--- config.mk ---
export PLATFORM = sky130hd
export DESIGN_NAME = controlador_carga_hd
export DESIGN_NICKNAME = d
export VERILOG_FILES = /design/src/rtl/controlador_carga_hd_pkg.sv /design/src/rtl/controlador_carga_hd_temporizador.sv /design/src/rtl/controlador_carga_hd.sv
export SDC_FILE = /design/constraint.sdc
export NUM_CORES = 1
export LEC_CHECK = 0
export ABC_AREA = 0
export CAP_MARGIN = 5
export CORE_MARGIN = 1
export CORE_UTILIZATION = 40
export CTS_BUF_LIST = sky130_fd_sc_hd__clkbuf_4 sky130_fd_sc_hd__clkbuf_8 sky130_fd_sc_hd__clkbuf_16
export CTS_CLUSTER_DIAMETER = 30
export DETAILED_ROUTE_END_ITERATION = 12
export PLACE_DENSITY = 0.79
export SLEW_MARGIN = 30
export SYNTH_ARGS = -nofsm -noshare
export SYNTH_HDL_FRONTEND = slang
export SYNTH_HIERARCHICAL = 1
export SYNTH_SLANG_ARGS = --single-unit
--- constraint.sdc ---
create_clock -name clk -period 2.8 [get_ports clk]
set_clock_uncertainty 0.1 [all_clocks]
set_input_delay 0.56 -clock clk [delete_from_list [all_inputs] [get_ports clk]]
set_output_delay 0.56 -clock clk [all_outputs]
set_load 0.01 [all_outputs]
--- src/rtl/controlador_carga_hd_pkg.sv ---
// Shared definitions for the program-load controller.
// Holds the FSM state encoding and the default address width and HD read
// latency used by controlador_carga_hd.
package controlador_carga_hd_pkg;

    localparam int LARGURA_END_PADRAO = 10;
    localparam int LATENCIA_HD_PADRAO = 2;

    typedef enum logic [2:0] {
        OCIOSO   = 3'd0,
        ENDERECA = 3'd1,
        ESCREVE  = 3'd2,
        EXECUTA  = 3'd3,
        PARADO   = 3'd4
    } estado_t;

endpackage

--- src/rtl/controlador_carga_hd_temporizador.sv ---
// temporizador_hd: 4-bit load/decrement counter with a terminal flag.
// Ports:
//   clk, reset  - system clock, synchronous active-high reset
//   carrega     - loads valor (has priority over decrementa)
//   decrementa  - counts down by one, saturating at zero
//   valor       - value loaded on carrega
//   terminal    - high while the count is zero
module temporizador_hd (
    input  logic       clk,
    input  logic       reset,
    input  logic       carrega,
    input  logic       decrementa,
    input  logic [3:0] valor,
    output logic       terminal
);

    logic [3:0] contagem;

    always_ff @(posedge clk) begin
        if (reset) begin
            contagem <= 4'd0;
        end else if (carrega) begin
            contagem <= valor;
        end else if (decrementa && (contagem != 4'd0)) begin
            contagem <= contagem - 4'd1;
        end
    end

    assign terminal = (contagem == 4'd0);

endmodule

--- src/rtl/controlador_carga_hd.sv ---
// controlador_carga_hd: copies a program from the HD into instruction memory
// and then releases the processor.
// Ports:
//   clk, reset     - system clock, synchronous active-high reset
//   inicio         - start a load (honoured only in OCIOSO or PARADO)
//   end_base       - HD address of the first program word
//   num_palavras   - number of words to load, 0..2^LARGURA_END
//   HD_out         - HD read data, valid LATENCIA_HD cycles after end_hd
//   HALT           - processor halt (honoured only in EXECUTA)
//   end_hd         - HD read address (base + indice, modulo 2^32)
//   end_mem_inst   - instruction-memory write address
//   dado_mem_inst  - instruction-memory write data
//   esc_mem_inst   - instruction-memory write enable
//   reset_proc     - holds the processor in reset; the processor's reset
//                    input is to be driven by (reset | reset_proc)
//   ocupado        - load in progress
//   concluido      - one-cycle pulse on the first EXECUTA cycle
//   estado         - current FSM state (debug)
//
// Handshake: there is no valid/ready pair; a load is accepted on any clock
// edge where the FSM is in OCIOSO/PARADO and inicio is high. The HD is a
// fixed-latency read port: end_hd is held for LATENCIA_HD cycles in ENDERECA
// and HD_out is captured during the single ESCREVE cycle.
module controlador_carga_hd
    import controlador_carga_hd_pkg::*;
#(
    parameter int LARGURA_END = LARGURA_END_PADRAO,
    parameter int LATENCIA_HD = LATENCIA_HD_PADRAO
) (
    input  logic                   clk,
    input  logic                   reset,
    input  logic                   inicio,
    input  logic [31:0]            end_base,
    input  logic [LARGURA_END:0]   num_palavras,
    input  logic [31:0]            HD_out,
    input  logic                   HALT,
    output logic [31:0]            end_hd,
    output logic [LARGURA_END-1:0] end_mem_inst,
    output logic [31:0]            dado_mem_inst,
    output logic                   esc_mem_inst,
    output logic                   reset_proc,
    output logic                   ocupado,
    output logic                   concluido,
    output logic [2:0]             estado
);

    // The timer counts LATENCIA_HD-1 down to 0, so ENDERECA lasts exactly
    // LATENCIA_HD cycles including the cycle the count reaches zero.
    localparam logic [3:0]           CARGA_LAT = 4'(LATENCIA_HD - 1);
    localparam logic [LARGURA_END:0] UM        = (LARGURA_END + 1)'(1);

    estado_t                estado_q;
    estado_t                prox;
    logic [31:0]            base_q;
    logic [LARGURA_END:0]   num_q;
    logic [LARGURA_END-1:0] indice;
    logic                   primeiro_q;
    logic                   aceita;
    logic                   ultimo;
    logic                   recarrega;
    logic                   terminal;

    assign aceita = ((estado_q == OCIOSO) || (estado_q == PARADO)) &&
                    inicio && (num_palavras != '0);

    // indice is one bit narrower than num_q, so N = 2^LARGURA_END ends at
    // indice = all ones without ever wrapping.
    assign ultimo = ({1'b0, indice} == (num_q - UM));

    assign recarrega = aceita || ((estado_q == ESCREVE) && !ultimo);

    temporizador_hd u_temporizador (
        .clk        (clk),
        .reset      (reset),
        .carrega    (recarrega),
        .decrementa (estado_q == ENDERECA),
        .valor      (CARGA_LAT),
        .terminal   (terminal)
    );

    always_comb begin
        prox = estado_q;
        case (estado_q)
            OCIOSO, PARADO: begin
                if (inicio) begin
                    prox = (num_palavras == '0) ? EXECUTA : ENDERECA;
                end
            end
            ENDERECA: begin
                if (terminal) begin
                    prox = ESCREVE;
                end
            end
            ESCREVE: begin
                prox = ultimo ? EXECUTA : ENDERECA;
            end
            EXECUTA: begin
                if (HALT) begin
                    prox = PARADO;
                end
            end
            default: begin
                prox = OCIOSO;
            end
        endcase
    end

    always_ff @(posedge clk) begin
        if (reset) begin
            estado_q   <= OCIOSO;
            base_q     <= 32'd0;
            num_q      <= '0;
            indice     <= '0;
            primeiro_q <= 1'b0;
        end else begin
            estado_q   <= prox;
            // Registered so concluido marks only the entry cycle into EXECUTA.
            primeiro_q <= (prox == EXECUTA) && (estado_q != EXECUTA);
            if (aceita) begin
                base_q <= end_base;
                num_q  <= num_palavras;
                indice <= '0;
            end else if ((estado_q == ESCREVE) && !ultimo) begin
                indice <= indice + 1'b1;
            end
        end
    end

    assign end_hd        = base_q + 32'(indice);
    assign end_mem_inst  = indice;
    assign esc_mem_inst  = (estado_q == ESCREVE);
    assign dado_mem_inst = (estado_q == ESCREVE) ? HD_out : 32'd0;
    assign ocupado       = (estado_q == ENDERECA) || (estado_q == ESCREVE);
    assign reset_proc    = (estado_q != EXECUTA);
    assign concluido     = primeiro_q;
    assign estado        = estado_q;

endmodule

Word level (Yosys, flattened, before mapping)
Index checks and enable logic that the tools add are counted.
Storage, ports and cells
  input port bits: 79
  output and inout port bits: 81
  memory bits (read-only): 0
  register bits after elaboration: 61
  bits in latches: 0
  word-level logic and storage cells: 45
  memories kept: 0
  bits in writable memories: 0
Cells by class
  magnitude comparators: 0
  equal/unequal tests: 7
  multiply operators: 0
  div/mod/pow operators: 0
  shift-type cells: 0
  reduce and logical (&&, ||, !) cells: 18
  bitwise operators: 0
  add/sub/neg operators: 4
  muxes and demuxes: 9
Operator list (number)
  adder 32 x 10 -> 32 bit: 1
  two-way mux 32 bit: 1
  one-hot mux 3 bit (4 select lines): 1
  equality test 10 x 11 -> 1 bit: 1
  logical NOT 11 bit: 1
  nonzero test 11 bit: 1
  subtractor 11 x 1 -> 11 bit, second input constant: 1
  adder 10 x 1 -> 10 bit, second input constant: 1
  equality test 3 x 2 -> 1 bit, second input constant: 3
  two-way mux 3 bit: 3
  OR reduction 2 bit: 3
  logical AND 1 bit: 5
  logical NOT 4 bit: 1
  two-way mux 2 bit: 2
  nonzero test 4 bit: 1
  subtractor 4 x 1 -> 4 bit, second input constant: 1
  equality test 3 x 1 -> 1 bit, second input constant: 1
  equality test 3 bit, second input constant: 1
  logical NOT 3 bit: 1
  logical OR 1 bit: 3
  inequality test 3 x 2 -> 1 bit, second input constant: 1
  two-way mux 1 bit: 2
  nonzero test 2 bit: 1
  logical NOT 1 bit: 1

Logic depth before layout (Yosys ltp)
  depth in word-level cells: 6
  depth in mapped cells: 13
  mapped depth without buffers: 11

Cells and area by module
The synthesis kept the hierarchy.
Modules (own cells, without submodules)
  controlador_carga_hd: cells an instance 503, area each 3739.8 um^2, instances 1, seq. area each 1141.1 um^2
  temporizador_hd: cells an instance 29, area each 262.8 um^2, instances 1, seq. area each 80.1 um^2

Worst setup path after synthesis
No wires, ideal clock.
  path kind: reg2out
  from: register indice[0], in the netlist end_mem_inst[0]
  to: output end_hd[30]
  path buffers: 0
  slack: -523 ps
  arrival time: 2663 ps
  cell stages (with the launch flop): 11
  data required time: 2140 ps
  cells stage by stage: dfxtp_1 -> ha_1 -> inv_1 -> fa_1 -> nor2b_1 -> o21ai_0 -> a211o_1 -> a31oi_1 -> nor2b_1 -> nand4_1 -> xnor2_1
On the way
  longest elaborated chain between the ends: 1
RTL lines
  start: declaration: RTL line controlador_carga_hd.sv:56  | logic [LARGURA_END-1:0] indice;
  start signal: assignment: RTL line controlador_carga_hd.sv:124  | indice <= indice + 1'b1;
  adder 32 x 10 -> 32 bit: RTL line controlador_carga_hd.sv:129  | assign end_hd = base_q + 32'(indice);
  end: declaration: RTL line controlador_carga_hd.sv:37  | output logic [31:0] end_hd,
No other way between the ends.

Final worst setup path
Same ends and word-level chain as after synthesis.

==> impl_metrics.py <==
metrics = {
    "routing": {
        "wl_um": 13200,
        "first_pass_iters": 5,
        "route.detailed.drc": 0,
        "drtIter0Drc": 197,
        "wire_per_inst_um": 14.8,
        "via_per_inst": 5.19,
        "ant_nets": 0,
        "dr_total_vias": 4610,
    },
    "power": {
        "finalPower_uw": 2780,
        "p_leak_uw": 0.00291,
        "ir_drop_v": 0.000233,
        "p_per_area_nw_per_um2": 417,
    },
    "placed_design": {
        "place_ws_ns": -0.649,
        "hpwl_um": 9900,
        "place_area_sq_um": 6180,
        "port_buffers": 159,
        "routabilityCongestion": 0.919,
    },
    "worst_setup_path": {
        "endpoint_kind": "primary output",
        "path_cells": "ha_4 -> inv_2 -> fa_2 -> nor2b_2 -> o21ai_2 -> a211o_1 -> a31oi_4 -> nor2b_4 -> buf_6 -> nand4_1 -> xnor2_2 -> buf_2",
        "cp_max_fo": 4,
        "worst-endpoint-required_ns": 2.14,
        "crit_type": "reg2out",
        "critPathBufInv": 3,
        "critical-path-top-delay-family": "compound AO/OA/AOI/OAI gates",
        "cp_slowest_stage_delay_ns": 0.36,
        "critPathSlowestCell": "dfxtp_4",
        "critPathLaunchType": "register",
        "crit_arrival_ns": 2.73,
    },
    "finish": {
        "diodes": 0,
        "final_core_util": 0.686,
        "stdcell_area_sq_um": 6680,
        "final-seq-area_sq_um": 1240,
        "area_growth_pct": 66.8,
        "nets": 844,
        "nFillCells": 797,
        "final_common_cell": "clkdlybuf4s50_1",
        "drive_gt1_frac": 0.247,
        "multi_input_area_sq_um": 2930,
        "final_cell_mix": "130 x clkdlybuf4s50_1, 113 x nand2_1, 60 x buf_4",
    },
    "job": {
        "max_cap_viol_count": 0,
    },
    "floorplan": {
        "fp.dieH_um": 102,
        "rows": 36,
        "fp.coreArea_sq_um": 9730,
        "initial_utilization": 0.411,
        "ios": 160,
        "die_w_um": 102,
        "fp.dieArea_sq_um": 10400,
    },
    "yosys": {
        "synth_compound_area_frac": 0.167,
        "async_flop_share": 0,
        "synthFlopType": "dfxtp_1",
        "synth_area_sq_um": 4000,
        "synth_xor_area_frac": 0.0963,
        "synth.area.mux_share": 0.0125,
        "synth.distinct_cells": 63,
        "synth-seq-area-share": 0.305,
        "synthCells": 532,
        "synth_fa_ha_area_frac": 0.0456,
        "synth.avg_cell_area_sq_um": 7.52,
        "yosysWarnings": 6,
        "yosys.area_share.simple": 0.329,
        "synth_top_family_by_area": "simple AND/OR/NAND/NOR gates",
        "synth-edff-count": 0,
        "ys_ff_latch": 61,
    },
    "timing": {
        "finalCritPeriodShare": 1.21,
        "fmax_mhz": 295,
        "postLayoutSetupSlackWorst_ns": -0.592,
        "rsz0062_at_grt": "yes",
        "slew_viol_final": 0,
        "finalCriticalPeriod_ns": 3.39,
        "finalHoldViolCount": 0,
        "setup_viol": 27,
    },
    "clock_tree": {
        "clk_pin_slew_ns": 0.07,
        "worstSkewPairLatency_ns": 0.34,
        "cts.htree.levels": 3,
        "cts_tree": "yes",
        "postCtsHoldBufs": 0,
        "numClockSinks": 61,
        "ctsRootBufferMaster": "clkbuf_8",
        "cts_max_path_buffers": 2,
        "tritoncts.num_buffers": 9,
    },
    "global_route": {
        "antenna_found_initial": 0,
        "grt_pass1_wl_um": 19900,
        "grt_max_degree": 34,
        "grt_overflow": 0,
        "track_usage": 0.242,
        "grt_pass1_vias": 4358,
    },
    "worst_hold_path": {
        "hp-class": "reg2reg",
    },
    "outcome": {
        "status": "complete, but fails checks",
        "violations": "negative setup slack",
    },
}
==> layer usage <==
metal / up-vias / part of all wire / track usage
li1: 2270 / - / -
met1: 2131 / 0.37 / 0.254
met2: 193 / 0.53 / 0.485
met3: 16 / 0.078 / 0.0472
met4: 0 / 0.016 / 0.0659
met5: - / 0 / 0
==> sequential cells by signal, summed over array words and instances (netlist names) <==
signal / cells
base_q: 32
concluido: 1
end_mem_inst: 10
estado: 3
num_q: 11
u_temporizador/contagem: 4
==> metrics by stage <==
step                      setup TNS (ns)  hold WS [ns]  instances
final                              -9.93         0.368        889
after global routing              -12.86         0.390        889
after CTS                         -10.27         0.365        880
after detailed placement          -12.70         0.356        857
after global placement            -11.85         0.355        857
after floorplan                   -0.103         0.340        534
==> timing repair <==
action	CTS	global route
hold endpoints to repair	0	0
setup buffers	7	9
pin swaps	12	25
gates cloned	0	0
endpoints found under the setup margin	28	31
resized for setup	105	67
==> worst reg2reg max path, stage by stage (launching register included) <==
cell	delay, ns
dfxtp_1	0.39
nor4_4	0.51
nand3_2	0.12
xor2_1	0.19
o311ai_4	0.40
a31oi_4	0.15
or2_4	0.28
nor3_1	0.22
a311o_1	0.20
==> cell type report <==
type                    instances  area share
multi-input cells             429       0.439
clock buffers                  12      0.0238
clock inverters                 4      0.0105
inverters                      19      0.0107
flip-flops and latches         61       0.185
repair buffers                231       0.306
well taps                     133      0.0249
==> cell families after synthesis <==
family                   Yosys count
AO/OA/AOI/OAI                     98
XOR/XNOR                          44
adder cells (fa/ha/maj)           14
buffers and inverters             44
flip-flops                        61
multiplexers                       5
other                              2
AND/OR/NAND/NOR                  264
==> Yosys cell counts, types with 3 or more instances <==
| library cell | n | share of area |
|---|---|---|
| dfxtp_1 | 61 | 0.31 |
| mux2i_1 | 5 | 0.013 |
| nor4b_1 | 3 | 0.0066 |
| xnor2_1 | 26 | 0.057 |
| nor2b_1 | 8 | 0.013 |
| a21oi_1 | 54 | 0.068 |
| xor2_1 | 18 | 0.039 |
| nand3_1 | 13 | 0.016 |
| a31o_2 | 3 | 0.0066 |
| inv_1 | 19 | 0.018 |
| o21ai_0 | 7 | 0.0088 |
| nand2_1 | 116 | 0.11 |
| nand4_1 | 6 | 0.0094 |
| and3_1 | 41 | 0.064 |
| or2_2 | 3 | 0.0047 |
| nor3b_1 | 4 | 0.0075 |
| nor3_1 | 7 | 0.0088 |
| clkbuf_1 | 21 | 0.020 |
| ha_1 | 13 | 0.041 |
| and2_1 | 6 | 0.0094 |
| a311oi_1 | 4 | 0.0088 |
| nor2_1 | 39 | 0.037 |
==> worst paths after layout <==
path,startpoint,to,slack (ns),depth (start not counted)
min reg2reg,base_q[4],base_q[4],0.37,2
min,base_q[4],base_q[4],0.37,2
max reg2reg,num_q[3],u_temporizador/contagem[1],0.21,8
max,end_mem_inst[0],end_hd[30],-0.59,12
==> power breakdown <==
group          switching, uW  leakage (uW)  total [uW]  internal (uW)
Sequential              71.4      0.000504        1010            936
Combinational            440       0.00229         867            427
Clock                    352      0.000120         909            557
Total                    863       0.00291        2780           1920
Power figures use the tool's default switching activity.
